**src/rtl/sram_axi_bridge_if.sv**
```systemverilog
// AXI3 master bus between the sram-like bridge and the downstream fabric.
// The bridge drives the master modport; memory-side logic uses slave.
interface sram_axi_bridge_if #(
    parameter int ID_W = 4
) ();
    logic [ID_W-1:0] arid;
    logic [31:0]     araddr;
    logic [3:0]      arlen;
    logic [2:0]      arsize;
    logic [1:0]      arburst;
    logic [1:0]      arlock;
    logic [3:0]      arcache;
    logic [2:0]      arprot;
    logic            arvalid;
    logic            arready;

    logic [ID_W-1:0] rid;
    logic [31:0]     rdata;
    logic [1:0]      rresp;
    logic            rlast;
    logic            rvalid;
    logic            rready;

    logic [ID_W-1:0] awid;
    logic [31:0]     awaddr;
    logic [3:0]      awlen;
    logic [2:0]      awsize;
    logic [1:0]      awburst;
    logic [1:0]      awlock;
    logic [3:0]      awcache;
    logic [2:0]      awprot;
    logic            awvalid;
    logic            awready;

    logic [ID_W-1:0] wid;
    logic [31:0]     wdata;
    logic [3:0]      wstrb;
    logic            wlast;
    logic            wvalid;
    logic            wready;

    logic [ID_W-1:0] bid;
    logic [1:0]      bresp;
    logic            bvalid;
    logic            bready;

    modport master (
        output arid, araddr, arlen, arsize, arburst, arlock, arcache, arprot,
        output arvalid,
        input  arready,
        input  rid, rdata, rresp, rlast, rvalid,
        output rready,
        output awid, awaddr, awlen, awsize, awburst, awlock, awcache, awprot,
        output awvalid,
        input  awready,
        output wid, wdata, wstrb, wlast, wvalid,
        input  wready,
        input  bid, bresp, bvalid,
        output bready
    );

    modport slave (
        input  arid, araddr, arlen, arsize, arburst, arlock, arcache, arprot,
        input  arvalid,
        output arready,
        output rid, rdata, rresp, rlast, rvalid,
        input  rready,
        input  awid, awaddr, awlen, awsize, awburst, awlock, awcache, awprot,
        input  awvalid,
        output awready,
        input  wid, wdata, wstrb, wlast, wvalid,
        output wready,
        output bid, bresp, bvalid,
        input  bready
    );
endinterface

```
**src/rtl/sram_axi_bridge.sv**
```systemverilog
// Bridges the core's inst/data sram-like ports onto one AXI3 master,
// data port first, a single transaction in flight, responses routed by ID.
module sram_axi_bridge #(
    parameter int ID_W = 4
) (
    input  logic        clk,
    input  logic        rst,

    input  logic        inst_req,
    input  logic        inst_wr,
    input  logic [1:0]  inst_size,
    input  logic [31:0] inst_addr,
    input  logic [31:0] inst_wdata,
    output logic [31:0] inst_rdata,
    output logic        inst_addr_ok,
    output logic        inst_data_ok,

    input  logic        data_req,
    input  logic        data_wr,
    input  logic [1:0]  data_size,
    input  logic [31:0] data_addr,
    input  logic [31:0] data_wdata,
    output logic [31:0] data_rdata,
    output logic        data_addr_ok,
    output logic        data_data_ok,

    sram_axi_bridge_if.master axi
);

    typedef enum logic [2:0] {
        IDLE,
        RD_ADDR,
        RD_DATA,
        WR_REQ,
        WR_RESP
    } state_t;

    state_t state;
    state_t state_nx;

    logic [31:0] addr_q;
    logic [31:0] wdata_q;
    logic [1:0]  size_q;
    logic        owner_q;
    logic        aw_done;
    logic        w_done;

    logic        grant;
    logic        sel_data;
    logic        sel_wr;
    logic        done;
    logic        aw_hs;
    logic        w_hs;
    logic [ID_W-1:0] owner_id;

    assign owner_id = {{(ID_W-1){1'b0}}, owner_q};
    assign sel_wr   = sel_data ? data_wr : inst_wr;
    assign aw_hs    = axi.awvalid & axi.awready;
    assign w_hs     = axi.wvalid & axi.wready;

    always_comb begin
        state_nx     = state;
        grant        = 1'b0;
        sel_data     = 1'b0;
        done         = 1'b0;
        inst_addr_ok = 1'b0;
        data_addr_ok = 1'b0;
        unique case (state)
            IDLE: begin
                if (data_req) begin
                    grant        = 1'b1;
                    sel_data     = 1'b1;
                    data_addr_ok = 1'b1;
                end else if (inst_req) begin
                    grant        = 1'b1;
                    inst_addr_ok = 1'b1;
                end
                if (grant) begin
                    state_nx = sel_wr ? WR_REQ : RD_ADDR;
                end
            end
            RD_ADDR: begin
                if (axi.arready) begin
                    state_nx = RD_DATA;
                end
            end
            RD_DATA: begin
                // Beats for the other ID are taken off the bus and dropped.
                if (axi.rvalid && axi.rid == owner_id) begin
                    done     = 1'b1;
                    state_nx = IDLE;
                end
            end
            WR_REQ: begin
                if ((aw_done | aw_hs) && (w_done | w_hs)) begin
                    state_nx = WR_RESP;
                end
            end
            WR_RESP: begin
                if (axi.bvalid) begin
                    done     = 1'b1;
                    state_nx = IDLE;
                end
            end
            default: state_nx = IDLE;
        endcase
    end

    assign inst_data_ok = done & ~owner_q;
    assign data_data_ok = done & owner_q;
    assign inst_rdata   = axi.rdata;
    assign data_rdata   = axi.rdata;

    always_ff @(posedge clk) begin
        if (rst) begin
            state   <= IDLE;
            addr_q  <= '0;
            wdata_q <= '0;
            size_q  <= '0;
            owner_q <= 1'b0;
            aw_done <= 1'b0;
            w_done  <= 1'b0;
        end else begin
            state <= state_nx;
            if (grant) begin
                addr_q  <= sel_data ? data_addr : inst_addr;
                wdata_q <= sel_data ? data_wdata : inst_wdata;
                size_q  <= sel_data ? data_size : inst_size;
                owner_q <= sel_data;
            end
            if (state == WR_REQ && state_nx == WR_REQ) begin
                if (aw_hs) aw_done <= 1'b1;
                if (w_hs)  w_done  <= 1'b1;
            end else begin
                aw_done <= 1'b0;
                w_done  <= 1'b0;
            end
        end
    end

    assign axi.arid    = owner_id;
    assign axi.araddr  = addr_q;
    assign axi.arsize  = {1'b0, size_q};
    assign axi.arvalid = (state == RD_ADDR);
    assign axi.arlen   = 4'd0;
    assign axi.arburst = 2'd1;
    assign axi.arlock  = 2'd0;
    assign axi.arcache = 4'd0;
    assign axi.arprot  = 3'd0;

    assign axi.rready  = (state == RD_DATA);

    assign axi.awid    = owner_id;
    assign axi.awaddr  = addr_q;
    assign axi.awsize  = {1'b0, size_q};
    assign axi.awvalid = (state == WR_REQ) && !aw_done;
    assign axi.awlen   = 4'd0;
    assign axi.awburst = 2'd1;
    assign axi.awlock  = 2'd0;
    assign axi.awcache = 4'd0;
    assign axi.awprot  = 3'd0;

    assign axi.wid     = {{(ID_W-1){1'b0}}, 1'b1};
    assign axi.wdata   = wdata_q;
    assign axi.wlast   = 1'b1;
    assign axi.wvalid  = (state == WR_REQ) && !w_done;

    always_comb begin
        axi.wstrb = 4'b1111;
        unique case (size_q)
            2'd0:    axi.wstrb = 4'b0001 << addr_q[1:0];
            2'd1:    axi.wstrb = addr_q[1] ? 4'b1100 : 4'b0011;
            default: axi.wstrb = 4'b1111;
        endcase
    end

    assign axi.bready  = (state == WR_RESP);

    // Response status and burst framing carry nothing for single beats.
    logic unused_in;
    assign unused_in = ^{axi.rresp, axi.rlast, axi.bresp, axi.bid};

endmodule

```
**src/flat_wrapper.sv**
```systemverilog
// flat-port wrapper written by rule: the top's interface ports become plain ports
module sram_axi_bridge_flat 
#(
    parameter int ID_W = 4
)
  (clk, rst, inst_req, inst_wr, inst_size, inst_addr, inst_wdata, inst_rdata, inst_addr_ok, inst_data_ok, data_req, data_wr, data_size, data_addr, data_wdata, data_rdata, data_addr_ok, data_data_ok, axi_arid, axi_araddr, axi_arlen, axi_arsize, axi_arburst, axi_arlock, axi_arcache, axi_arprot, axi_arvalid, axi_arready, axi_rid, axi_rdata, axi_rresp, axi_rlast, axi_rvalid, axi_rready, axi_awid, axi_awaddr, axi_awlen, axi_awsize, axi_awburst, axi_awlock, axi_awcache, axi_awprot, axi_awvalid, axi_awready, axi_wid, axi_wdata, axi_wstrb, axi_wlast, axi_wvalid, axi_wready, axi_bid, axi_bresp, axi_bvalid, axi_bready);
  sram_axi_bridge_if #(.ID_W(ID_W)) axi_i ();
  input  logic clk;
  input  logic rst;
  input  logic inst_req;
  input  logic inst_wr;
  input  logic [1:0] inst_size;
  input  logic [31:0] inst_addr;
  input  logic [31:0] inst_wdata;
  output logic [31:0] inst_rdata;
  output logic inst_addr_ok;
  output logic inst_data_ok;
  input  logic data_req;
  input  logic data_wr;
  input  logic [1:0] data_size;
  input  logic [31:0] data_addr;
  input  logic [31:0] data_wdata;
  output logic [31:0] data_rdata;
  output logic data_addr_ok;
  output logic data_data_ok;
  output wire logic [$bits(axi_i.arid)-1:0] axi_arid;
  output wire logic [$bits(axi_i.araddr)-1:0] axi_araddr;
  output wire logic [$bits(axi_i.arlen)-1:0] axi_arlen;
  output wire logic [$bits(axi_i.arsize)-1:0] axi_arsize;
  output wire logic [$bits(axi_i.arburst)-1:0] axi_arburst;
  output wire logic [$bits(axi_i.arlock)-1:0] axi_arlock;
  output wire logic [$bits(axi_i.arcache)-1:0] axi_arcache;
  output wire logic [$bits(axi_i.arprot)-1:0] axi_arprot;
  output wire logic [$bits(axi_i.arvalid)-1:0] axi_arvalid;
  input wire logic [$bits(axi_i.arready)-1:0] axi_arready;
  input wire logic [$bits(axi_i.rid)-1:0] axi_rid;
  input wire logic [$bits(axi_i.rdata)-1:0] axi_rdata;
  input wire logic [$bits(axi_i.rresp)-1:0] axi_rresp;
  input wire logic [$bits(axi_i.rlast)-1:0] axi_rlast;
  input wire logic [$bits(axi_i.rvalid)-1:0] axi_rvalid;
  output wire logic [$bits(axi_i.rready)-1:0] axi_rready;
  output wire logic [$bits(axi_i.awid)-1:0] axi_awid;
  output wire logic [$bits(axi_i.awaddr)-1:0] axi_awaddr;
  output wire logic [$bits(axi_i.awlen)-1:0] axi_awlen;
  output wire logic [$bits(axi_i.awsize)-1:0] axi_awsize;
  output wire logic [$bits(axi_i.awburst)-1:0] axi_awburst;
  output wire logic [$bits(axi_i.awlock)-1:0] axi_awlock;
  output wire logic [$bits(axi_i.awcache)-1:0] axi_awcache;
  output wire logic [$bits(axi_i.awprot)-1:0] axi_awprot;
  output wire logic [$bits(axi_i.awvalid)-1:0] axi_awvalid;
  input wire logic [$bits(axi_i.awready)-1:0] axi_awready;
  output wire logic [$bits(axi_i.wid)-1:0] axi_wid;
  output wire logic [$bits(axi_i.wdata)-1:0] axi_wdata;
  output wire logic [$bits(axi_i.wstrb)-1:0] axi_wstrb;
  output wire logic [$bits(axi_i.wlast)-1:0] axi_wlast;
  output wire logic [$bits(axi_i.wvalid)-1:0] axi_wvalid;
  input wire logic [$bits(axi_i.wready)-1:0] axi_wready;
  input wire logic [$bits(axi_i.bid)-1:0] axi_bid;
  input wire logic [$bits(axi_i.bresp)-1:0] axi_bresp;
  input wire logic [$bits(axi_i.bvalid)-1:0] axi_bvalid;
  output wire logic [$bits(axi_i.bready)-1:0] axi_bready;
  assign axi_arid = axi_i.arid;
  assign axi_araddr = axi_i.araddr;
  assign axi_arlen = axi_i.arlen;
  assign axi_arsize = axi_i.arsize;
  assign axi_arburst = axi_i.arburst;
  assign axi_arlock = axi_i.arlock;
  assign axi_arcache = axi_i.arcache;
  assign axi_arprot = axi_i.arprot;
  assign axi_arvalid = axi_i.arvalid;
  assign axi_i.arready = axi_arready;
  assign axi_i.rid = axi_rid;
  assign axi_i.rdata = axi_rdata;
  assign axi_i.rresp = axi_rresp;
  assign axi_i.rlast = axi_rlast;
  assign axi_i.rvalid = axi_rvalid;
  assign axi_rready = axi_i.rready;
  assign axi_awid = axi_i.awid;
  assign axi_awaddr = axi_i.awaddr;
  assign axi_awlen = axi_i.awlen;
  assign axi_awsize = axi_i.awsize;
  assign axi_awburst = axi_i.awburst;
  assign axi_awlock = axi_i.awlock;
  assign axi_awcache = axi_i.awcache;
  assign axi_awprot = axi_i.awprot;
  assign axi_awvalid = axi_i.awvalid;
  assign axi_i.awready = axi_awready;
  assign axi_wid = axi_i.wid;
  assign axi_wdata = axi_i.wdata;
  assign axi_wstrb = axi_i.wstrb;
  assign axi_wlast = axi_i.wlast;
  assign axi_wvalid = axi_i.wvalid;
  assign axi_i.wready = axi_wready;
  assign axi_i.bid = axi_bid;
  assign axi_i.bresp = axi_bresp;
  assign axi_i.bvalid = axi_bvalid;
  assign axi_bready = axi_i.bready;
  sram_axi_bridge #(.ID_W(ID_W)) u_core (.clk(clk), .rst(rst), .inst_req(inst_req), .inst_wr(inst_wr), .inst_size(inst_size), .inst_addr(inst_addr), .inst_wdata(inst_wdata), .inst_rdata(inst_rdata), .inst_addr_ok(inst_addr_ok), .inst_data_ok(inst_data_ok), .data_req(data_req), .data_wr(data_wr), .data_size(data_size), .data_addr(data_addr), .data_wdata(data_wdata), .data_rdata(data_rdata), .data_addr_ok(data_addr_ok), .data_data_ok(data_data_ok), .axi(axi_i));
endmodule
```
**config.mk**
```make
export PLATFORM = sky130hd
export DESIGN_NAME = sram_axi_bridge_flat
export DESIGN_NICKNAME = d
export VERILOG_FILES = /design/src/rtl/sram_axi_bridge_if.sv /design/src/rtl/sram_axi_bridge.sv /design/src/flat_wrapper.sv
export SDC_FILE = /design/constraint.sdc
export NUM_CORES = 1
export LEC_CHECK = 0
export CAP_MARGIN = 15
export CORE_AREA = 5 5 155 157
export DETAILED_ROUTE_END_ITERATION = 12
export DIE_AREA = 0 0 160 162
export GPL_ROUTABILITY_DRIVEN = 0
export GPL_TIMING_DRIVEN = 0
export SLEW_MARGIN = 0
export SYNTH_ARGS = -nofsm -noshare
export SYNTH_HDL_FRONTEND = slang
export SYNTH_SLANG_ARGS = --single-unit
```
**constraint.sdc**
```tcl
create_clock -name clk -period 2 [get_ports clk]
set_input_delay 0.6 -clock clk [delete_from_list [all_inputs] [get_ports clk]]
set_output_delay 0.6 -clock clk [all_outputs]
set_load 0.005 [all_outputs]
```
# Word level (Yosys, flattened, before mapping)
# Index checks and enable logic that the tools add are counted.
# totals
output_inout_bits,222
word_cells,57
inputBits,188
reg_bits,72
# op_classes
shifts,1
n_reduce_logical,10
muxes,24
n_eq_ne,7
bitwise_logic,8
# ops
operator,count
2-to-1 mux 32 bit,2
2-to-1 mux 3 bit,5
one-hot mux 3 bit (5 select lines),1
2-to-1 mux 1 bit,11
== test 3 x 2 -> 1 bit (second input constant),3
one-hot mux 4 bit (2 select lines),1
logical AND 1 bit,5
AND 1 bit,4
== test 4 x 1 -> 1 bit,1
2-to-1 mux 2 bit,2
2-to-1 mux 4 bit,1
<< shifter 1 x 2 -> 4 bit (first input constant),1
== test 3 x 1 -> 1 bit (second input constant),1
== test 3 bit (second input constant),1
zero test 3 bit,1
== test 2 x 1 -> 1 bit (second input constant),1
zero test 1 bit,2
zero test 2 bit,1
NOT 1 bit,2
OR 1 bit,2
one-hot mux 1 bit (2 select lines),1
OR reduction 2 bit,1

# Longest topological paths before layout
# Gate-level depths: netlist of the first run.
# logic_depth
depth_word,11
ltp_mapped,6
depth_no_buf,4

# Worst setup path before layout of the first run
# No wires, ideal clock.
# synth_path
path_type,input to output
start,input port inst_req
end,output port inst_addr_ok
path_buffers,2
cell_stages,4
path_slack_ns,-0.071
required_ns,1.400
t_arrival_ns,1.471
cell_sequence,or4b_1 clkbuf_1 clkbuf_1 nor2_1
# synth_via
elab_chain_len,3
# synth_lines
item,line_no,source
start: declaration,flat_wrapper.sv:10,input logic inst_req;
2-to-1 mux 1 bit,sram_axi_bridge.sv:74,end else if (inst_req) begin
2-to-1 mux 1 bit,sram_axi_bridge.sv:70,if (data_req) begin
2-to-1 mux 1 bit,sram_axi_bridge.sv:68,unique case (state)
end: declaration,flat_wrapper.sv:16,output logic inst_addr_ok;
# Every way passes these cells.

# Worst setup path after layout of the first run
# layout_path
start,input port data_req
end,output port data_addr_ok
# layout_via
elab_chain_len,2
# layout_lines
item,line_no,source
start: declaration,flat_wrapper.sv:18,input logic data_req;
2-to-1 mux 1 bit,sram_axi_bridge.sv:70,
2-to-1 mux 1 bit,sram_axi_bridge.sv:68,
end: declaration,flat_wrapper.sv:24,output logic data_addr_ok;
# Every way passes these cells.

==> summary.txt, run 1 <==
Status - finished with violations
Failing checks - negative setup slack
Core area - 22370 sq um
Vias in the first global route - 5518
Worst EP arrival - 1.59 ns
Final setup margin - -0.1921 ns
Antenna diode count - 0
CP startpoint kind - input port
Seq cells post-synth - 72
Clock root cell - clkbuf_16
Sw Share - 31.53%
RSZ-0062 raised after global routing - true
Die area - 25920 sq um
Final cell count without fillers - 1260
Flop-to-flop setup slack - 0.09 ns
First-pass GRT wire length - 32130 microns
Cell variety after synth - 35
Dpl ws - -1.294 ns
P_leak - 3.768 nW
DR DRC count - 0
Share of cells above drive strength 1 - 30.46%
P_int - 0.005025 W
Placed cell count - 1226
Post-synth EDFFs - 0
Clock Latency Late Sink - 0.34 ns
Post-synthesis mux area share - 0%
Overall Power - 0.007338 W
H-tree depth - 3
Io pins - 410
Clock Pin Slew Worst Setup and Hold Paths - 0.06 ns
Design area - 9107 sq um
Setup violators final - 4
WP data required - 1.40 ns
Wire length on met2 - 11070 microns
Largest family of logic cells by synthesized area - buffers and inverters
Layout area overhead - 91.80%
Sw Pwr - 0.002314 W
Synth Cell Area - 4748 sq um
Max Clk Rate - 456.2 MHz
Final wirelength - 21780 microns
Comb pwr share - 46.3%
Initial DRC Count - 207
Multi-input logic area - 2230 sq um
Via density - 4.136
Hold/Removal Path Class - register to register
GR Util All Layers - 15.90%
Met1 wire length - 8599 microns
Filler cell count - 2226
Final Slew Violations - 0
Placed instance area - 8516 sq um
Top cells by area, synth - dfxtp_1 (30%), buf_4 (23%), a311oi_2 (19%)
TritonCTS buffer count - 9
Worst setup EP type - output pin
Synth Warn # - 0
Top cell type's share of synthesized area - 30.36%
Clock tree sinks - 72
IO Port Bufs - 324
Tcrit/Tclk final - 109.6%
PwrDens - 805.7 nW/um^2
Initial Util - 21.23%
Total congestion overflow - 0
Seq pwr share - 27.0%
Final HPWL DP - 17120 microns
Post-synthesis cell count - 576
Largest net degree at the start of global routing - 13
XOR/XNOR share of the synthesized area - 0.1845%
Area leader, netlist - dfxtp_1
CTS tree - yes
Uppermost routed layer - met4
DR vias - 5211
CTS Buffer Depth - 2
Die Span X - 160 microns
Post-Synth Simple-Gate Area - 19.74%
Final hold violations - 0
Post-synthesis adder-cell area fraction - 0%
Seq/Total Area, Yosys - 30.36%
Drt first pass iters - 4
Crit Path Max Fanout - 5
Initial antenna violation count - 0
Min Clock Period, post-route - 2.192 ns
Critical path type - input port to output pin
ANT nets after route - 0
Clock power frac - 26.7%
Compound-cell area share of the yosys netlist - 22.11%
Fraction of registers with async set/reset - 0%
TNS Setup - -0.3967 ns
DR WL/cell - 17.28 microns
Peak VDD IR - 0.2938 mV
Die Height - 162 microns
Row count - 55
Post-Syn Area per Cell - 8.244 sq um
Tightest Pin Transition - 0.8414 ns
FF/Latch Area - 1468 sq um
Met3 WL - 1746 microns
Slew margin rel. - 43.90%
Top FF cell, synth - dfxtp_1
# hold bufs at CTS - 0
Clock skew - 0.004595 ns
Layout net count - 1158
Max cap viols - 0
## layout make-up
type,instances,area share [%]
multi-input cells,358,24.48
inverters,4,0.3022
flip-flops and latches,72,16.11
clock inverters,4,1.085
repair buffers,345,36.90
clock buffers,12,2.816
well taps,285,3.915
plain buffers,180,14.38
## Yosys cell counts, types with 2 or more instances
library cell / count
buf_4: 143
nand2_1: 135
nor2_1: 77
dfxtp_1: 72
a311oi_2: 59
clkbuf_1: 23
buf_2: 10
buf_6: 7
a311oi_1: 6
nand3_1: 4
inv_1: 3
nand2b_1: 3
a21o_1: 2
a21oi_1: 2
and2_1: 2
conb_1: 2
nor2b_1: 2
nor3_1: 2
nor4_1: 2
o21ai_0: 2
o21bai_1: 2
o22ai_1: 2
or4b_1: 2
## state kept, by name (all words and copies together), names as in the netlist
name / count
u_core.aw_done: 1
u_core.state: 3
u_core.w_done: 1
u_core.size_q: 2
u_core.axi.araddr: 32
u_core.owner_q: 1
u_core.axi.wdata: 32
## per-stage QoR
step / utilization [%] / hold WS, ns
6_report: 40.72 / 0.4967
5_1_grt: 40.72 / 0.5195
3_3_place_gp: 38.08 / 0.4895
3_5_place_dp: 38.08 / 0.4927
4_1_cts: 40.57 / 0.5015
2_1_floorplan: - / 0.4843
## path summary, 6_finish.rpt
path                                       startpoint               endpoint  cells after the start
worst max register to register        u_core.state[1]  u_core.axi.araddr[10]                      6
worst min register to register  u_core.axi.araddr[18]  u_core.axi.araddr[18]                      2
worst min-delay path            u_core.axi.araddr[18]  u_core.axi.araddr[18]                      2
worst max-delay path                         data_req           data_addr_ok                      5
## critical path: stages
cell and delay (ns):
buf_2 0.15, or4b_4 0.53, buf_12 0.17, clkinv_8 0.04, buf_6 0.08
## cells in the final DEF, fill, tap and decap left out, types with 5 or more instances in the layout
cell type | Yosys | routed
dlygate4sd2_1 | 0 | 5
a311oi_2 | 59 | 59
buf_2 | 10 | 16
buf_6 | 7 | 9
dfxtp_1 | 72 | 61
clkbuf_1 | 23 | 17
nor2_1 | 77 | 73
clkbuf_16 | 0 | 9
clkdlybuf4s50_1 | 0 | 303
dfxtp_4 | 0 | 5
buf_4 | 143 | 162
nand2_1 | 135 | 135
dfxtp_2 | 0 | 6
conb_1 | 2 | 43
a311oi_1 | 6 | 6
clkbuf_2 | 0 | 6
## what timing repair did
item                       in CTS  in global routing
gates resized for setup        84                 24
pin swaps                       8                  6
buffers inserted               17                  5
setup endpoints to repair      90                 23
## routing by layer
metal	up-vias	global-route usage [%]
li1	2549	-
met1	2371	18.04
met2	266	28.65
met3	25	4.770
met4	0	5.045
met5	-	0
## power groups by stage
| stage | logic [W] | registers [W] | clock network [W] |
|---|---|---|---|
| 2_1_floorplan | 0.00153 | 0.00196 | 0 |
| 3_5_place_dp | 0.00328 | 0.00200 | 0 |
| 4_1_cts | 0.00342 | 0.00198 | 0.00202 |
| 5_1_grt | 0.00366 | 0.00202 | 0.00207 |
| 6_report | 0.00340 | 0.00198 | 0.00196 |
| 3_3_place_gp | 0.00326 | 0.00200 | 0 |
## logic make-up (layout without fill, tap and decap cells)
kind of cell              after synthesis  count (layout)
xor gates and xnor gates                1               1
buffers and inverters                 187             545
other                                   2              43
AOI/OAI and AO/OA                      81              81
and+or+nand+nor                       233             233
DFF                                    72              72
Note: power is estimated with default switching activity, not from simulation.
==> run 2, diff against run 1 <==
--- a/config.mk
+++ b/config.mk
@@ -6,11 +6,14 @@
 export NUM_CORES = 1
 export LEC_CHECK = 0
 export CAP_MARGIN = 15
-export CORE_AREA = 5 5 155 157
+export CELL_PAD_IN_SITES_DETAIL_PLACEMENT = 2
+export CELL_PAD_IN_SITES_GLOBAL_PLACEMENT = 2
+export CORE_AREA = 10 10 196 198
 export DETAILED_ROUTE_END_ITERATION = 12
-export DIE_AREA = 0 0 160 162
+export DIE_AREA = 0 0 206 208
 export GPL_ROUTABILITY_DRIVEN = 0
 export GPL_TIMING_DRIVEN = 0
+export PLACE_DENSITY_LB_ADDON = 0.1
 export SLEW_MARGIN = 0
 export SYNTH_ARGS = -nofsm -noshare
 export SYNTH_HDL_FRONTEND = slang
==> run 2 against run 1 <==
The run still ends with negative setup slack left. Core utilization is 14 points lower. Non-clock buffer count fell by 8. Worst hold slack gained 0.010 ns. Critical path type is now register to output pin. Maximum frequency fell by 3.2%. Clock power grew 2%. Sequential cell count stayed put. Sequential share of layout area shrank 0.26 points. Setup slack worse by 0.073 ns. Total power up 2.2%. Register-to-register slack about the same. Count of clock-buffer cells in the layout decreased by 1. Wire length increased by 30%.
==> summary.txt, run 2 (synthesis gave the netlist of run 1 again) <==
Most frequent cells in the layout - clkdlybuf4s50_1 (304), buf_4 (155), nand2_1 (134), nor2_1 (73), a311oi_2 (59)
Core area - 34370 sq um
IO Port Bufs - 324
TritonCTS buffer count - 9
Slew margin rel. - 47.01%
Total congestion overflow - 0
DR vias - 5245
Final wirelength - 28340 microns
GR Util All Layers - 12.66%
Drt first pass iters - 4
CTS Buffer Depth - 2
Layout area overhead - 96.50%
Worst setup path startpoint - u_core.state[0]
Layout net count - 1150
CTS tree - yes
Clock Pin Slew Worst Setup and Hold Paths - 0.07 ns
Largest net degree at the start of global routing - 20
Peak VDD IR - 0.3425 mV
RSZ-0062 raised after global routing - true
Die Span X - 206 microns
Clock Latency Late Sink - 0.34 ns
Worst EP arrival - 1.67 ns
CP startpoint kind - register
Setup violators final - 4
Filler cell count - 3936
Multi-input logic area - 2238 sq um
Clock root cell - clkbuf_16
Max Clk Rate - 441.5 MHz
First-pass GRT wire length - 40960 microns
Worst setup EP type - output pin
R2R depth - 5
Max cap viols - 0
ANT nets after route - 0
PwrDens - 804.0 nW/um^2
Critical path type - register to output pin
Failing checks - negative setup slack
Clock skew - 0.005528 ns
Dpl ws - -1.366 ns
Final setup margin - -0.2651 ns
Final Slew Violations - 0
Tightest Pin Transition - 0.7949 ns
Final hold violations - 0
Vias in the first global route - 5998
Hold WS - 0.5070 ns
Clock tree sinks - 72
Commonest non-fill, non-tap cell in the layout - clkdlybuf4s50_1
Final HPWL DP - 22910 microns
WP data required - 1.40 ns
Via density - 3.683
Row count - 68
DR DRC count - 0
DR WL/cell - 19.90 microns
Die Height - 208 microns
Hold/Removal Path Class - register to register
Flop-to-flop setup slack - 0.09 ns
Initial Util - 13.81%
# hold bufs at CTS - 0
Share of cells above drive strength 1 - 31.64%
RR Startpoint - u_core.state[1]
FF/Latch Area - 1479 sq um
Initial antenna violation count - 3
Tcrit/Tclk final - 113.3%
Worst setup path end - inst_addr_ok
Die area - 42850 sq um
Reg-to-reg endpoint - u_core.axi.araddr[17]
Crit Path Max Fanout - 5
Initial DRC Count - 96
Status - finished with violations
Final Util - 27.14%
P_leak - 3.741 nW
H-tree depth - 3
Io pins - 410
TNS Setup - -0.7693 ns
Min Clock Period, post-route - 2.265 ns
-- run 2: changes by cell type in the layout (fill, tap and decap cells not counted), sizes merged --
cell and change:
inv -1, clkdlybuf4s50 +1, dlymetal6s2s -2, clkinv +1
buf -11, dlygate4sd2 +1, diode +2, clkbuf +2
clkinvlp +1
-- run 2: worst min-delay path by stage --
| stage | cells past startpoint | slack (ns) | end | startpoint |
|---|---|---|---|---|
| finish | 2 | 0.51 | u_core.axi.wdata[25] | u_core.axi.wdata[25] |
| global route | 2 | 0.53 | u_core.axi.wdata[31] | u_core.axi.wdata[31] |
| CTS | 2 | 0.51 | u_core.axi.wdata[25] | u_core.axi.wdata[25] |
| detailed placement | 2 | 0.50 | u_core.axi.wdata[25] | u_core.axi.wdata[25] |
| global placement | 2 | 0.49 | u_core.axi.wdata[8] | u_core.axi.wdata[8] |
| floorplan | 2 | 0.48 | u_core.axi.araddr[19] | u_core.axi.araddr[19] |
-- run 2: layout make-up --
| cell class | instances | area share, % |
|---|---|---|
| Antenna cell | 2 | 0.05364 |
| Buffer | 180 | 14.46 |
| Clock buffer | 11 | 2.709 |
| Clock inverter | 5 | 1.100 |
| Inverter | 4 | 0.2950 |
| Multi-Input combinational cell | 358 | 23.99 |
| Sequential cell | 72 | 15.85 |
| Tap cell | 455 | 6.102 |
| Timing Repair Buffer | 337 | 35.44 |
-- run 2: stage by stage --
step	power, W	area, sq um	std cells
floorplan	0.003487	4916	617
global placement	0.005424	8728	1396
detailed placement	0.005439	8728	1396
CTS	0.007649	9253	1420
global route	0.008031	9325	1422
finish	0.007502	9330	1424
-- run 2: metal layers --
layer / vias up / track usage, % / share of wire (%)
li1: 2527 / - / -
met1: 2481 / 14.03 / 40
met2: 220 / 21.04 / 47
met3: 13 / 6.992 / 13
met4: 4 / 2.032 / 0.63
met5: - / 0 / 0.095
-- run 2: power breakdown --
group / leakage (nW) / internal (W) / switching, W
sequential: 0.604 / 0.00175 / 0.000244
clock: 0.172 / 0.00129 / 0.000715
combinational: 2.96 / 0.00201 / 0.00150
-- run 2: critical path, stage by stage (launching register included) --
cell       delay [ns]
dfxtp_2          0.34
or4b_1           0.51
clkbuf_8         0.16
clkbuf_16        0.14
nor2_2           0.06
buf_2            0.12
-- run 2: what timing repair did --
| item | in CTS | in global routing |
|---|---|---|
| endpoints found under the setup margin | 95 | 74 |
| cloned | 0 | 0 |
| setup buffers | 9 | 4 |
| resized for setup | 96 | 41 |
| pin swaps | 6 | 8 |
==> run 3, diff against run 2 <==
--- a/config.mk
+++ b/config.mk
@@ -9,6 +9,7 @@
 export CELL_PAD_IN_SITES_DETAIL_PLACEMENT = 2
 export CELL_PAD_IN_SITES_GLOBAL_PLACEMENT = 2
 export CORE_AREA = 10 10 196 198
+export CTS_CLUSTER_DIAMETER = 100
 export DETAILED_ROUTE_END_ITERATION = 12
 export DIE_AREA = 0 0 206 208
 export GPL_ROUTABILITY_DRIVEN = 0
==> results of run 3 <==
Same layout as run 2: the final DEF is identical, and so are final timing and power.
